==> src/rtl/batrider_snd_pkg.sv <==
// Shared constants for the 68000-side sound mailbox.
// Holds register offsets, FSM state encodings and default timing values.
package batrider_snd_pkg;

  localparam int STROBE_LEN_DEF   = 4;
  localparam int WAIT_SETTLE_DEF  = 2;
  localparam int WAIT_TIMEOUT_DEF = 4096;

  localparam logic [1:0] REG_LATCH0 = 2'd0;
  localparam logic [1:0] REG_LATCH1 = 2'd1;
  localparam logic [1:0] REG_STROBE = 2'd2;
  localparam logic [1:0] REG_CTRL   = 2'd3;

  typedef logic [2:0] snd_state_t;

  localparam snd_state_t ST_IDLE   = 3'd0;
  localparam snd_state_t ST_STROBE = 3'd1;
  localparam snd_state_t ST_SETTLE = 3'd2;
  localparam snd_state_t ST_HOLD   = 3'd3;
  localparam snd_state_t ST_ACK    = 3'd4;

endpackage

==> src/rtl/batrider_snd_mailbox_edge_det.sv <==
// Rising-edge detector; REG_OUT selects a combinational or a registered pulse.
// The SEL path uses the combinational form, SNDIRQ the registered one.
module batrider_edge_det #(
  parameter bit REG_OUT = 1'b0
) (
  input  logic clk,
  input  logic rst_n,
  input  logic d,
  output logic rise
);

  logic d_reg;

  always_ff @(posedge clk or negedge rst_n) begin
    if (!rst_n) begin
      d_reg <= 1'b0;
    end else begin
      d_reg <= d;
    end
  end

  generate
    if (REG_OUT) begin : g_reg
      logic rise_reg;
      always_ff @(posedge clk or negedge rst_n) begin
        if (!rst_n) begin
          rise_reg <= 1'b0;
        end else begin
          rise_reg <= d & ~d_reg;
        end
      end
      assign rise = rise_reg;
    end else begin : g_comb
      assign rise = d & ~d_reg;
    end
  endgenerate

endmodule

==> src/rtl/batrider_snd_mailbox.sv <==
// 68000-side sound mailbox: command latches, CS strobe with WAIT-stretched DTACK,
// Z80 reply readback and a latched, acknowledgeable sound interrupt.
module batrider_snd_mailbox
  import batrider_snd_pkg::*;
#(
  parameter int STROBE_LEN   = STROBE_LEN_DEF,
  parameter int WAIT_SETTLE  = WAIT_SETTLE_DEF,
  parameter int WAIT_TIMEOUT = WAIT_TIMEOUT_DEF
) (
  input  logic       CLK96,
  input  logic       RESET96_N,
  input  logic       SEL,
  input  logic       RWn,
  input  logic       LDSn,
  input  logic [1:0] ADDR,
  input  logic [7:0] M68K_DIN,
  output logic [7:0] M68K_DOUT,
  output logic       DTACKn,
  output logic [7:0] SOUNDLATCH,
  output logic [7:0] SOUNDLATCH2,
  output logic       CS,
  input  logic       WAIT,
  input  logic [7:0] SOUNDLATCH3,
  input  logic [7:0] SOUNDLATCH4,
  input  logic       SNDIRQ,
  input  logic       IACK,
  output logic       IRQn
);

  localparam logic [11:0] STROBE_LAST  = 12'(STROBE_LEN - 1);
  localparam logic [11:0] SETTLE_LAST  = 12'(WAIT_SETTLE - 1);
  localparam logic [11:0] TIMEOUT_LAST = 12'(WAIT_TIMEOUT - 1);

  snd_state_t  state_reg, state_next;
  logic [11:0] cnt_reg, cnt_next;
  logic [7:0]  latch0_reg, latch0_next;
  logic [7:0]  latch1_reg, latch1_next;
  logic [7:0]  dout_reg, dout_next;
  logic        abort_reg, abort_next;
  logic        dtack_n_reg;
  logic        cs_reg;
  logic        irq_pend_reg;
  logic        tmo_reg;
  logic        wr_clr;
  logic        timeout_hit;
  logic        sel_rise;
  logic        sndirq_rise;

  batrider_edge_det #(.REG_OUT(1'b0)) u_sel_edge (
    .clk   (CLK96),
    .rst_n (RESET96_N),
    .d     (SEL),
    .rise  (sel_rise)
  );

  batrider_edge_det #(.REG_OUT(1'b1)) u_irq_edge (
    .clk   (CLK96),
    .rst_n (RESET96_N),
    .d     (SNDIRQ),
    .rise  (sndirq_rise)
  );

  always_comb begin
    state_next  = state_reg;
    cnt_next    = cnt_reg;
    latch0_next = latch0_reg;
    latch1_next = latch1_reg;
    dout_next   = dout_reg;
    abort_next  = abort_reg;
    wr_clr      = 1'b0;
    timeout_hit = 1'b0;
    case (state_reg)
      ST_IDLE: begin
        abort_next = 1'b0;
        if (sel_rise) begin
          cnt_next   = '0;
          state_next = ST_ACK;
          // Accesses without the low data strobe only get DTACK.
          if (!LDSn) begin
            if (RWn) begin
              case (ADDR)
                REG_LATCH0: dout_next = SOUNDLATCH3;
                REG_LATCH1: dout_next = SOUNDLATCH4;
                REG_STROBE: dout_next = 8'hFF;
                default:    dout_next = {7'b0, irq_pend_reg};
              endcase
            end else begin
              case (ADDR)
                REG_LATCH0: latch0_next = M68K_DIN;
                REG_LATCH1: latch1_next = M68K_DIN;
                REG_STROBE: state_next  = ST_STROBE;
                default:    wr_clr      = 1'b1;
              endcase
            end
          end
        end
      end
      ST_STROBE: begin
        cnt_next = cnt_reg + 12'd1;
        if (!SEL) abort_next = 1'b1;
        // The CS pulse always runs to full length, even if the bus cycle was dropped.
        if (cnt_reg == STROBE_LAST) begin
          cnt_next   = '0;
          state_next = (abort_reg || !SEL) ? ST_IDLE : ST_SETTLE;
        end
      end
      ST_SETTLE: begin
        cnt_next = cnt_reg + 12'd1;
        if (!SEL) begin
          state_next = ST_IDLE;
        end else if (cnt_reg == SETTLE_LAST) begin
          cnt_next   = '0;
          state_next = ST_HOLD;
        end
      end
      ST_HOLD: begin
        if (!SEL) begin
          state_next = ST_IDLE;
        end else if (!WAIT) begin
          state_next = ST_ACK;
        end else if (cnt_reg == TIMEOUT_LAST) begin
          timeout_hit = 1'b1;
          state_next  = ST_ACK;
        end else begin
          cnt_next = cnt_reg + 12'd1;
        end
      end
      ST_ACK: begin
        if (!SEL) state_next = ST_IDLE;
      end
      default: state_next = ST_IDLE;
    endcase
  end

  always_ff @(posedge CLK96 or negedge RESET96_N) begin
    if (!RESET96_N) begin
      state_reg    <= ST_IDLE;
      cnt_reg      <= '0;
      latch0_reg   <= 8'h00;
      latch1_reg   <= 8'h00;
      dout_reg     <= 8'hFF;
      abort_reg    <= 1'b0;
      dtack_n_reg  <= 1'b1;
      cs_reg       <= 1'b0;
      irq_pend_reg <= 1'b0;
      tmo_reg      <= 1'b0;
    end else begin
      state_reg    <= state_next;
      cnt_reg      <= cnt_next;
      latch0_reg   <= latch0_next;
      latch1_reg   <= latch1_next;
      dout_reg     <= dout_next;
      abort_reg    <= abort_next;
      dtack_n_reg  <= (state_next != ST_ACK);
      cs_reg       <= (state_next == ST_STROBE);
      // A new SNDIRQ edge beats a simultaneous acknowledge.
      irq_pend_reg <= sndirq_rise | (irq_pend_reg & ~(IACK | wr_clr));
      tmo_reg      <= tmo_reg | timeout_hit;
    end
  end

  assign M68K_DOUT   = dout_reg;
  assign DTACKn      = dtack_n_reg;
  assign SOUNDLATCH  = latch0_reg;
  assign SOUNDLATCH2 = latch1_reg;
  assign CS          = cs_reg;
  assign IRQn        = ~irq_pend_reg;

endmodule

==> config.mk <==
export PLATFORM = sky130hd
export DESIGN_NAME = batrider_snd_mailbox
export DESIGN_NICKNAME = d
export VERILOG_FILES = /design/src/rtl/batrider_snd_pkg.sv /design/src/rtl/batrider_snd_mailbox_edge_det.sv /design/src/rtl/batrider_snd_mailbox.sv
export SDC_FILE = /design/constraint.sdc
export NUM_CORES = 1
export LEC_CHECK = 0
export BUFFER_PORTS_ARGS = -buffer_cell sky130_fd_sc_hd__buf_2
export CAP_MARGIN = 40
export CORE_ASPECT_RATIO = 1.4
export CORE_UTILIZATION = 40
export DETAILED_ROUTE_END_ITERATION = 7
export PLACE_DENSITY = 0.66
export SLEW_MARGIN = 25
export SYNTH_ARGS = -nofsm -noshare
export SYNTH_HDL_FRONTEND = slang
export SYNTH_SLANG_ARGS = --single-unit
==> constraint.sdc <==
create_clock -name CLK96 -period 1.7 [get_ports CLK96]
set_input_delay 0.34 -clock CLK96 [delete_from_list [all_inputs] [get_ports CLK96]]
set_output_delay 0.34 -clock CLK96 [all_outputs]
set_load 0.01 [all_outputs]
==> flow_metrics.env <==
export IMPL_outcome="complete, but fails checks"
export IMPL_violations="negative setup slack"
export IMPL_drt_antenna_violating_nets=0
export IMPL_period_minus_slack_ns=1.852
export IMPL_cts_made_buffers=5
export IMPL_hpwlAfterDp_um=4290
export IMPL_rsz0062_at_grt="yes"
export IMPL_synth_edf_count=0
export IMPL_crit_buf_inv=1
export IMPL_whs_ns=0.1531
export IMPL_crit_slowest_cell="or4_1"
export IMPL_dieWidth_um=65.61
export IMPL_multiInputGateArea_um2=1205
export IMPL_wl_um=5964
export IMPL_ys_ff_latch=46
export IMPL_drcViolationCount=0
export IMPL_syn_area_um2=2266
export IMPL_synth_top_cell_by_area="dfrtp_1"
export IMPL_drv_cap=0
export IMPL_synth_cell_types=50
export IMPL_antenna_found_initial=0
export IMPL_finalSetupViolCount=29
export IMPL_yosysSeqAreaShare=0.5130
export IMPL_setup_tns_final_ns=-2.174
export IMPL_drt_iter0_drc=76
export IMPL_grt_pass1_wl_um=9204
export IMPL_first_pass_iters=4
export IMPL_maxSlewViolCount=0
export IMPL_final_nets=360
export IMPL_end_kind="flop"
export IMPL_ios=61
export IMPL_cts_buffer_depth=2
export IMPL_hold_viol_final=0
export IMPL_final_seq_area_um2=1165
export IMPL_period_share=1.089
export IMPL_die_area_um2=5974
export IMPL_p_clk_frac=0.300
export IMPL_area_growth_pct=45.78
export IMPL_clk_pin_slew_ns=0.09
export IMPL_worstSetupPathType="reg -> reg"
export IMPL_largest_reg_flops=12
export IMPL_htreeDepth=2
export IMPL_min_path_type="in -> reg"
export IMPL_syn_area_per_cell_um2=10.49
export IMPL_synthCells=216
export IMPL_cts_tree="yes"
export IMPL_path_cells="nand2b_2 -> a221oi_2 -> o21ai_2 -> buf_4 -> or4_1 -> o21ai_1"
export IMPL_powerDensity_nw_per_um2=831.9
export IMPL_routed_via_density=5.300
export IMPL_switching_share=0.2714
export IMPL_core_area_um2=5485
export IMPL_cp_top_family="simple AND/OR/NAND/NOR gates"
export IMPL_place_congestion=0.8496
export IMPL_required_ns=1.92
export IMPL_fillerInstances=463
export IMPL_yosys_warnings=0
export IMPL_cts_sinks=46
export IMPL_synth_area_top_cells="dfrtp_1 41%, dfstp_2 10%, mux2_2 8.4%, o21ai_0 5.5%, nand2_1 2.8%"
export IMPL_grt_pass1_vias=2056
export IMPL_tightest_slew_ns=0.5342
export IMPL_grt_max_degree=23
export IMPL_fmax_mhz=540.1
export IMPL_die_y_um=91.06
export IMPL_io_buffers=60
export IMPL_start_kind="flop"
export IMPL_grt_usage=0.2006
export IMPL_pwr_share_comb=0.213
export IMPL_setup_slack_ns=-0.1516
export IMPL_yosys_top_cells_count="37 x dfrtp_1, 25 x o21ai_0, 17 x mux2_2, 17 x nand2_1, 15 x inv_1"
export IMPL_start_util=0.4131
export IMPL_cp_max_fo=5
export IMPL_cts_root_buf="clkbuf_8"
export IMPL_seq_power_share=0.487
export IMPL_cp_data_arrival_time_ns=2.08
export IMPL_skew_ns=0.004447
export IMPL_rows=32
export IMPL_irDropWorstVdd_uv=371.9
export IMPL_p_sw_mw=0.7458
export IMPL_yosysMostFrequentCell="dfrtp_1"
export IMPL_slew_limit_headroom=0.6389
export IMPL_p_leak_nw=1.631
export IMPL_vias=2083
export IMPL_antenna_cells=0
export IMPL_drt_wirelength_per_cell_um=15.18
export IMPL_slowest_delay_ns=0.47
export IMPL_synth_ff_type="dfrtp_1"
export IMPL_drive_gt1_frac=0.5446
export IMPL_grt_overflow_total=0
export IMPL_synth_nets=252
export IMPL_p_int_mw=2.002
export IMPL_insertion_delay_ns=0.30
export IMPL_synthArstFlopShare=1.000
export IMPL_synth_top_area_frac=0.4086
metal layers:
metal / vias up / wire [um] / global-route usage
li1: 999 / - / -
met1: 1001 / 2270 / 0.2068
met2: 66 / 3214 / 0.3668
met3: 17 / 277 / 0.04271
met4: 0 / 202 / 0.1014
met5: - / 0 / 0
area by class of cell:
class,instances,share of cell area
clock buffers,5,0.02083
clock inverters,3,0.01326
inverters,15,0.01705
multi-input cells,148,0.3648
flip-flops and latches,46,0.3527
well taps,68,0.02576
repair buffers,108,0.2057
layout by cell type, fill, tap and decap left out, types with 2 or more instances in the layout:
cell type / Yosys / layout
a21oi_1: 4 / 3
and3_1: 7 / 4
or2_2: 2 / 2
nand3_1: 7 / 7
dfrtp_2: 0 / 2
o31ai_4: 0 / 3
nand2_1: 17 / 16
a21boi_0: 2 / 2
nor2_1: 10 / 9
nor3_1: 2 / 2
nand4_1: 4 / 4
buf_2: 1 / 60
nor4_4: 0 / 3
o21ai_0: 25 / 23
dfstp_2: 9 / 9
nor2_4: 0 / 2
inv_1: 15 / 15
or2_4: 0 / 2
o21ai_2: 1 / 2
mux2_2: 17 / 17
a21o_1: 3 / 3
ha_2: 0 / 2
a2bb2oi_2: 0 / 2
nor2b_1: 3 / 3
o22ai_1: 2 / 2
dfrtp_1: 37 / 35
and3_4: 0 / 3
buf_4: 1 / 45
clkbuf_8: 0 / 5
a22o_1: 5 / 5
what timing repair did:
item	4_1_cts	5_1_grt
endpoints found under the hold margin	14	0
hold buffers	1	0
gates resized for setup	11	21
setup endpoints to repair	29	32
pin swaps	8	15
buffers inserted	6	4
stage by stage:
stage                 util  cell area (um^2)  setup slack, ns  power (mW)  std cells
floorplan                -              2316         -0.01146       1.616        216
global placement    0.5404              2964          -0.1032       1.885        377
detailed placement  0.5404              2964          -0.1558       1.904        377
CTS                 0.5794              3178          -0.1192       2.752        392
global route        0.6022              3303          -0.2168       2.893        393
finish              0.6022              3303          -0.1516       2.748        393
power groups by stage:
stage / Sequential (mW) / Combinational [mW] / Clock (mW)
6_report: 1.34 / 0.585 / 0.824
5_1_grt: 1.36 / 0.644 / 0.893
4_1_cts: 1.34 / 0.565 / 0.850
3_5_place_dp: 1.36 / 0.545 / 0
3_3_place_gp: 1.35 / 0.533 / 0
2_1_floorplan: 1.42 / 0.194 / 0
worst paths after layout:
| path | depth (start not counted) | start | to | slack [ns] |
|---|---|---|---|---|
| min in group asynchronous | 2 | RESET96_N | SOUNDLATCH2[1]$_DFFE_PN0P_ | 0.48 |
| min | 1 | SNDIRQ | u_irq_edge.d_reg$_DFF_PN0_ | 0.15 |
| max in group asynchronous | 3 | RESET96_N | M68K_DOUT[4]$_DFFE_PN1P_ | 0.70 |
| max reg2reg | 6 | u_sel_edge.d_reg$_DFF_PN0_ | cnt_reg[5]$_DFFE_PN0P_ | -0.15 |
| max | 6 | u_sel_edge.d_reg$_DFF_PN0_ | cnt_reg[5]$_DFFE_PN0P_ | -0.15 |
| min reg2reg | 1 | u_irq_edge.d_reg$_DFF_PN0_ | u_irq_edge.rise$_DFF_PN0_ | 0.41 |
cells by family (layout without fill, tap and decap cells):
family / after synthesis / count (layout) / share of synthesized area
simple gates: 70 / 70 / 0.1706
compound gates: 59 / 59 / 0.1756
flops: 46 / 46 / 0.5130
buf+inv: 22 / 131 / 0.04528
mux: 17 / 17 / 0.08448
fa+ha+maj: 2 / 2 / 0.01104
Note: power is estimated with default switching activity, not from simulation.
